==> src/rtl/controle_processador.sv <==
// rtl/controle_processador.sv - multicycle fetch/execute sequencer for the 16-bit processor
// Holds only the state register; every control output is decoded from state, IR and GNZ.
module controle_processador #(
  parameter int IR_W = 9
) (
  input  logic            Clock,
  input  logic            Clear,
  input  logic            Run,
  input  logic [IR_W-1:0] IR,
  input  logic            GNZ,
  output logic [7:0]      R_in,
  output logic [7:0]      R_out,
  output logic            G_out,
  output logic            DIN_out,
  output logic            A_in,
  output logic            G_in,
  output logic            AddSub,
  output logic            IR_in,
  output logic            ADDR_in,
  output logic            DOUT_in,
  output logic            W_D,
  output logic            Prox,
  output logic            Done
);

  typedef enum logic [2:0] {
    S_IDLE = 3'd0,
    S_F0   = 3'd1,
    S_F1   = 3'd2,
    S_F2   = 3'd3,
    S_E1   = 3'd4,
    S_E2   = 3'd5,
    S_E3   = 3'd6
  } state_t;

  localparam logic [2:0] OP_MV   = 3'b000;
  localparam logic [2:0] OP_MVI  = 3'b001;
  localparam logic [2:0] OP_ADD  = 3'b010;
  localparam logic [2:0] OP_SUB  = 3'b011;
  localparam logic [2:0] OP_LD   = 3'b100;
  localparam logic [2:0] OP_ST   = 3'b101;
  localparam logic [2:0] OP_MVNZ = 3'b110;

  state_t     r_state;
  logic [2:0] w_op;
  logic [7:0] w_rx_oh;
  logic [7:0] w_ry_oh;

  assign w_op    = IR[IR_W-1 -: 3];
  assign w_rx_oh = 8'b1 << IR[5:3];
  assign w_ry_oh = 8'b1 << IR[2:0];

  always_comb begin
    R_in    = 8'h00;
    R_out   = 8'h00;
    G_out   = 1'b0;
    DIN_out = 1'b0;
    A_in    = 1'b0;
    G_in    = 1'b0;
    AddSub  = 1'b0;
    IR_in   = 1'b0;
    ADDR_in = 1'b0;
    DOUT_in = 1'b0;
    W_D     = 1'b0;
    Prox    = 1'b0;
    Done    = 1'b0;
    case (r_state)
      S_F0: begin
        R_out   = 8'h80;
        ADDR_in = 1'b1;
        Prox    = 1'b1;
      end
      S_F2: begin
        DIN_out = 1'b1;
        IR_in   = 1'b1;
      end
      S_E1: begin
        case (w_op)
          OP_MV: begin
            R_out = w_ry_oh;
            R_in  = w_rx_oh;
            Done  = 1'b1;
          end
          OP_MVI: begin
            R_out   = 8'h80;
            ADDR_in = 1'b1;
            Prox    = 1'b1;
          end
          OP_ADD, OP_SUB: begin
            R_out = w_rx_oh;
            A_in  = 1'b1;
          end
          OP_LD, OP_ST: begin
            R_out   = w_ry_oh;
            ADDR_in = 1'b1;
          end
          OP_MVNZ: begin
            if (GNZ) begin
              R_out = w_ry_oh;
              R_in  = w_rx_oh;
            end
            Done = 1'b1;
          end
          default: Done = 1'b1;
        endcase
      end
      S_E2: begin
        case (w_op)
          OP_ADD, OP_SUB: begin
            R_out  = w_ry_oh;
            G_in   = 1'b1;
            AddSub = w_op[0];
          end
          OP_ST: begin
            R_out   = w_rx_oh;
            DOUT_in = 1'b1;
            W_D     = 1'b1;
            Done    = 1'b1;
          end
          default: ;
        endcase
      end
      S_E3: begin
        case (w_op)
          OP_MVI, OP_LD: begin
            DIN_out = 1'b1;
            R_in    = w_rx_oh;
            Done    = 1'b1;
          end
          OP_ADD, OP_SUB: begin
            G_out = 1'b1;
            R_in  = w_rx_oh;
            Done  = 1'b1;
          end
          default: ;
        endcase
      end
      default: ;
    endcase
  end

  // E3 always leaves, so an IR that changes mid-instruction cannot strand the sequencer.
  always_ff @(posedge Clock) begin
    if (Clear) begin
      r_state <= S_IDLE;
    end else if (Done || r_state == S_E3) begin
      r_state <= Run ? S_F0 : S_IDLE;
    end else begin
      case (r_state)
        S_IDLE:  r_state <= Run ? S_F0 : S_IDLE;
        S_F0:    r_state <= S_F1;
        S_F1:    r_state <= S_F2;
        S_F2:    r_state <= S_E1;
        S_E1:    r_state <= S_E2;
        S_E2:    r_state <= S_E3;
        default: r_state <= S_IDLE;
      endcase
    end
  end

endmodule

==> config.mk <==
export PLATFORM = sky130hd
export DESIGN_NAME = controle_processador
export DESIGN_NICKNAME = d
export VERILOG_FILES = /design/src/rtl/controle_processador.sv
export SDC_FILE = /design/constraint.sdc
export NUM_CORES = 1
export LEC_CHECK = 0
export ABC_AREA = 1
export BUFFER_PORTS_ARGS = -buffer_cell sky130_fd_sc_hd__buf_2
export CAP_MARGIN = 20
export CELL_PAD_IN_SITES_DETAIL_PLACEMENT = 2
export CELL_PAD_IN_SITES_GLOBAL_PLACEMENT = 2
export CORE_MARGIN = 1
export CORE_UTILIZATION = 20
export DETAILED_ROUTE_END_ITERATION = 12
export PLACE_DENSITY_LB_ADDON = 0.1
export SYNTH_ARGS = -nofsm -noshare
export SYNTH_HDL_FRONTEND = slang
export SYNTH_SLANG_ARGS = --single-unit
==> constraint.sdc <==
create_clock -name Clock -period 1.3 [get_ports Clock]
set_input_delay 0.195 -clock Clock [delete_from_list [all_inputs] [get_ports Clock]]
set_output_delay 0.195 -clock Clock [all_outputs]
set_load 0.01 [all_outputs]
==> results of run 1 <==
cell families after synthesis:
family                 after synthesis  share of synthesized area [%]
and+or+nand+nor                     97                           54.0
AOI/OAI and AO/OA                   31                           22.7
buffers and inverters               29                           15.6
DFF                                  3                           7.58
worst paths after layout:
kind,startpoint,end,slack (ns),cells past startpoint
setup / recovery,r_state[1],R_out[7],-0.27,6
hold / removal,Clear,r_state[0],0.27,3
setup reg to reg,r_state[2],r_state[2],-0.17,8
hold reg to reg,r_state[1],r_state[1],0.77,4
power groups by stage:
stage	Combinational, W	Clock, W	Sequential, W
after floorplan	0.000136	0	0.000115
after global placement	0.000253	0	0.000114
after detailed placement	0.000267	0	0.000115
after CTS	0.000300	0.000285	0.000120
after global routing	0.000374	0.000315	0.000121
final	0.000346	0.000297	0.000119
per-stage QoR:
stage          worst slack, ns  setup TNS (ns)
5_1_grt                 -0.329           -7.47
4_1_cts                 -0.198           -4.20
3_3_place_gp            -0.157           -1.82
6_report                -0.271           -5.43
3_5_place_dp            -0.234           -3.28
2_1_floorplan          0.00926               0
cells in the final DEF, fill, tap and decap left out, types with 2 or more instances in the layout:
cell type / count
o21ai_1: 4
nor2_2: 3
nand3_2: 2
nor3_1: 2
buf_6: 11
nand2_4: 2
o21bai_1: 7
clkbuf_8: 3
nand3_1: 16
inv_2: 8
buf_4: 19
inv_1: 15
o21ai_0: 4
dfxtp_4: 3
nor2_1: 18
o22ai_1: 6
inv_4: 3
nand3_4: 2
nand2_1: 43
nand2_2: 2
nor3_4: 2
nor2_4: 2
a21oi_1: 8
buf_2: 34
worst register-to-register path, cell delays in order (launching register included):
cell and delay, ns:
dfxtp_4 0.36, buf_4 0.14, nand3_4 0.16, inv_6 0.07
nand2_4 0.09, buf_6 0.10, nand3_4 0.07, or2_4 0.29
nor2_4 0.12
repair_timing:
item / in CTS / in global routing
buffers inserted: 4 / 3
endpoints found under the hold margin: 0 / 0
endpoints found under the setup margin: 29 / 30
gates resized for setup: 31 / 18
cloned: 1 / 0
pin swaps: 5 / 5
layer usage:
layer,vias up,track usage (%)
li1,655,-
met1,631,22.1
met2,31,39.1
met3,4,2.82
met4,0,1.67
met5,-,0
area by class of cell:
| class | count | area, sq um |
|---|---|---|
| Timing Repair Buffer | 65 | 444 |
| Sequential cell | 3 | 71.3 |
| Tap cell | 48 | 60.1 |
| Multi-Input combinational cell | 128 | 703 |
| Timing Repair inverter | 1 | 6.26 |
| Fill cell | 486 | 2280 |
| Inverter | 26 | 108 |
| Clock buffer | 4 | 45.0 |
==> reports/qor.log, run 1 <==
qor: status.run_status finished, violations left
qor: status.violations negative setup slack
qor: yosys.yosysSeqAreaShare 7.58%
qor: clocking.tritoncts done
qor: routing.routed_wirelength 4530 um
qor: yosys.asyncSetResetFlopFracSynth 0%
qor: run.number_of_max_cap_violations 0
qor: timing.timing.final.crit_period 1.57 ns
qor: routing.detailedRoute.firstIterationViolations 25
qor: worst_setup_path.worst_setup_path_end_kind primary output
qor: layout.largest_register r_state
qor: yosys.ys_warn_count 0
qor: power.power.combinational.fraction 45.4%
qor: timing.hold_violations 0
qor: layout.share_of_cells_above_drive_strength_1 44.9%
qor: routing.met2_wirelength 2520 um
qor: power.cellLeakagePower 0.788 nW
qor: routing.drt_wl_cell 16.5 um
qor: routing.number_of_iterations_in_the_first_detailed_routing_pass 3
qor: routing.detailroute.via_count 1321
qor: place.gpl.final_weighted_congestion 0.738
qor: global_routing.gr-usage-all-layers 19.6%
qor: layout.design_area 1440 sq um
qor: place.placement.io_buffers 39
qor: yosys.ys_top_cells_by_count 46 x nand2_1, 22 x nor2_1, 18 x inv_1, 18 x nand3_1, 9 x a21oi_1
qor: timing.final_setup_viols 30
qor: timing.worst_pin_slew 0.426 ns
qor: worst_setup_path.crit_buf_inv 3
qor: floorplan.die_h 64.9 um
qor: clocking.cts_htree_levels 1
qor: power.p_seq_share 15.6%
qor: min_path.worst_hold_path_type in -> reg
qor: layout.finish.utilization 38.7%
qor: timing.maxSlewViolCount 0
qor: layout.area_growth_from_synthesis_to_layout 81.5%
qor: timing.setup_repair_after_global_routing_missed_its_margin true
qor: yosys.synthTopCellsByArea nand2_1 22%, nand3_1 11%, nor2_1 10%
qor: layout.final_net_count 241
qor: floorplan.die_area 4220 sq um
qor: routing.vias_per_cell 4.80
qor: worst_setup_path.crit_type reg -> out
qor: layout.antenna_cells 0
qor: worst_setup_path.worst_path_largest_cell_delay 0.36 ns
qor: timing.worst_clock_skew 0.000406 ns
qor: power.pwr_density_cell 530 nW/um^2
qor: timing.finalWorstSetupSlack -0.271 ns
qor: power.max-vdd-ir-drop 0.516 mV
qor: floorplan.initial_utilization 21.3%
qor: layout.largest_register_ffs 3
qor: clocking.insertion_delay 0.22 ns
qor: worst_setup_path.chain_of_cells_forming_the_critical_path inv_2, nand3_4, inv_6, nand2_1, nand3_1, buf_2
qor: yosys.synth_edf_count 0
qor: clocking.ctsLongestPathBuffers 2
qor: place.place_inst 263
qor: routing.route.detailed.drc 0
qor: routing.route.met3.wl 145 um
qor: yosys.postSynthRegisterBits 3
qor: place.post_dp_cell_area 1170 sq um
qor: yosys.post_synthesis_cell_area 792 sq um
qor: worst_setup_path.critical_path.slowest_cell dfxtp_4
qor: power.share_clk_of_total_power 39.0%
qor: routing.maxUsedRoutingLayer met4
qor: worst_setup_path.crit_fanout 5
qor: global_routing.grt_pass1_vias 1398
qor: yosys.netlist-cell-type-count 23
qor: clocking.numCtsBuffers 3
qor: clocking.cts_root_buffer_type clkbuf_8
qor: worst_setup_path.worst_ep_arrival_time 1.38 ns
qor: power.p_sw_share 40.9%
qor: worst_setup_path.start_kind flip-flop
qor: timing.max_slew_margin_vs_limit 71.4%
qor: routing.ant_nets 0
qor: worst_setup_path.timing.critical_path.max_delay_family buffers and inverters
qor: yosys.synthesis.area_per_instance 4.95 sq um
qor: timing.fin_worst_hold_slack 0.268 ns
qor: global_routing.grt_first_pass_wirelength 6440 um
qor: yosys.syn-num-nets 173
qor: floorplan.floorplan.io_pins 40
qor: power.fin_total_pwr 0.000762 W
qor: global_routing.pin_count_of_the_biggest_net_entering_global_routing 16
qor: place.detailed_place_hpwl 3100 um
qor: yosys.most_repeated_cell_in_the_gate_level_netlist_after_synthesis nand2_1
qor: clocking.hold_buffers 0
qor: yosys.leading_register_cell_type_out_of_synthesis dfxtp_1
qor: floorplan.core.rowCount 22
qor: layout.stdcell_count 275
qor: yosys.synthesis.instances 160
qor: timing.part_of_the_cycle_the_worst_path_needs 121%
qor: yosys.netlist.area_leader.share 21.8%
qor: timing.timing.fmax 636 MHz
qor: clocking.cts.reportedPaths.clkPinSlew 0.04 ns
qor: global_routing.grt_antenna_before_repair 0
qor: worst_setup_path.worst-endpoint-required 1.11 ns
qor: power.internal 0.000450 W
qor: routing.route.layer.met1.wl 1810 um
qor: clocking.clock_sink_count 3
qor: floorplan.fp.dieW 64.9 um
qor: layout.biggestRegsByFlops r_state x3
qor: floorplan.placeableCoreArea 3720 sq um
qor: global_routing.global_route.overflow_total 0
qor: power.p_switching 0.000311 W
qor: yosys.post-synth-top-area-cell nand2_1
(Power assumes the default switching activity.)
==> run 2: changes to the inputs <==
CORE_ASPECT_RATIO = 1.5   (was not set)
==> run 2 against run 1 <==
The run still ends with negative setup slack left. Clock skew up 0.0024 ns. Clock power down 8.4%. Design area increased by 3.7%. Sequential share of layout area down 0.51 points. Largest cell class unchanged. First-iteration DRC count fell by 52%. Combinational power increased by 1%. Routed wire length grew 1.4%. Fmax shrank 0.60%.
==> reports/qor.log, run 2 (synthesized netlist as in run 1, its figures left out) <==
qor: timing.hold_violations 0
qor: place.gpl.final_weighted_congestion 0.837
qor: worst_setup_path.worst-endpoint-required 1.11 ns
qor: floorplan.die_area 4220 sq um
qor: clocking.ctsLongestPathBuffers 2
qor: layout.final_common_cell nand2_1
qor: clocking.hold_buffers 0
qor: layout.layout.cells.most_common_list 42 x nand2_1, 32 x buf_2, 20 x buf_4, 19 x nor2_1, 17 x nand3_1
qor: timing.max_slew_margin_vs_limit 76.9%
qor: floorplan.floorplan.io_pins 40
qor: layout.share_of_cells_above_drive_strength_1 48.3%
qor: timing.maxSlewViolCount 0
qor: clocking.cts.reportedPaths.clkPinSlew 0.03 ns
qor: timing.part_of_the_cycle_the_worst_path_needs 122%
qor: worst_setup_path.crit_type reg -> out
qor: place.detailed_place_hpwl 3320 um
qor: place.place_inst 261
qor: routing.vias_per_cell 4.96
qor: timing.fin_setup_tns -6.13 ns
qor: global_routing.grt_antenna_before_repair 0
qor: timing.worst_clock_skew 0.00284 ns
qor: timing.setup_repair_after_global_routing_missed_its_margin true
qor: clocking.numCtsBuffers 3
qor: worst_setup_path.worst_setup_path_end_kind primary output
qor: routing.number_of_iterations_in_the_first_detailed_routing_pass 4
qor: routing.ant_nets 0
qor: timing.final_setup_viols 29
qor: global_routing.grt_pass1_vias 1466
qor: floorplan.initial_utilization 21.3%
qor: power.cellLeakagePower 0.825 nW
qor: global_routing.pin_count_of_the_biggest_net_entering_global_routing 16
qor: power.max-vdd-ir-drop 0.599 mV
qor: status.run_status finished, violations left
qor: clocking.insertion_delay 0.21 ns
qor: worst_setup_path.crit_fanout 5
qor: global_routing.grt_first_pass_wirelength 6800 um
qor: routing.routed_wirelength 4600 um
qor: worst_setup_path.start_kind flip-flop
qor: min_path.worst_hold_path_type in -> reg
qor: routing.route.detailed.drc 0
qor: timing.worst_pin_slew 0.344 ns
qor: floorplan.core.rowCount 27
qor: routing.detailedRoute.firstIterationViolations 12
qor: worst_setup_path.worst_ep_arrival_time 1.39 ns
qor: global_routing.global_route.overflow_total 0
qor: floorplan.fp.dieW 53.4 um
qor: layout.final_net_count 244
qor: floorplan.die_h 79.1 um
qor: clocking.cts_root_buffer_type clkbuf_8
qor: layout.filler_cell_count 475
qor: clocking.clock_sink_count 3
qor: timing.fin_worst_hold_slack 0.249 ns
qor: layout.largest_register r_state
qor: layout.antenna_cells 0
qor: timing.timing.fmax 633 MHz
qor: layout.biggestRegsByFlops r_state x3
qor: timing.timing.final.crit_period 1.58 ns
qor: layout.largest_register_ffs 3
qor: place.placement.io_buffers 39
qor: layout.area_growth_from_synthesis_to_layout 88.3%
qor: routing.detailroute.via_count 1354
qor: global_routing.gr-usage-all-layers 21.5%
qor: status.violations negative setup slack
qor: clocking.cts_htree_levels 1
qor: clocking.tritoncts done
qor: routing.drt_wl_cell 16.8 um
qor: power.pwr_density_cell 497 nW/um^2
qor: layout.stdcell_count 273
qor: run.number_of_max_cap_violations 0
qor: timing.finalWorstSetupSlack -0.281 ns
qor: floorplan.placeableCoreArea 3720 sq um
run 2: final timing paths:
kind	startpoint	endpoint	slack, ns	cells after the start
setup / recovery	r_state[1]	R_out[1]	-0.28	6
hold / removal	Clear	r_state[0]	0.25	3
setup reg to reg	r_state[2]	r_state[2]	-0.09	8
hold reg to reg	r_state[0]	r_state[0]	0.66	3
run 2: repair_timing:
action / in CTS / in global routing
gates resized for setup: 31 / 24
buffers inserted: 5 / 2
pin swaps: 9 / 6
endpoints found under the setup margin: 30 / 30
cloned: 1 / 0
run 2: report_power, final:
group,switching [W],internal (W),total (W)
Combinational,0.000207,0.000145,0.000351
Clock,0.0000627,0.000209,0.000272
Sequential,0.0000154,0.000103,0.000118
run 2: worst max-delay path, cell delays in order, from the launching register on:
cell,delay (ns)
dfxtp_2,0.35
nor3_4,0.31
buf_6,0.17
buf_12,0.10
nand2_1,0.05
nand2_1,0.06
buf_2,0.12
run 2: metrics by stage:
stage | power [W] | util (%) | area (sq um) | setup slack, ns
3_3_place_gp | 0.000378 | 31.8 | 1180 | -0.156
3_5_place_dp | 0.000394 | 31.8 | 1180 | -0.241
4_1_cts | 0.000713 | 37.4 | 1390 | -0.286
6_report | 0.000741 | 40.1 | 1490 | -0.281
5_1_grt | 0.000791 | 40.1 | 1490 | -0.342
2_1_floorplan | 0.000251 | - | 792 | 0.00926
run 2: final cells by class:
class / instances / area (sq um) / share of cell area (%)
sequential: 3 / 66.3 / 4.45
clock buffer: 4 / 45.0 / 3.02
inverter: 26 / 108 / 7.21
timing repair buffer: 68 / 495 / 33.2
tap: 43 / 53.8 / 3.61
multi-input combinational: 128 / 717 / 48.1
timing repair inverter: 1 / 6.26 / 0.419
run 2: layer usage:
layer | global-route usage (%) | wire (um)
met1 | 22.5 | 1740
met2 | 43.0 | 2670
met3 | 0.958 | 117
met4 | 5.53 | 73
met5 | 0 | 0
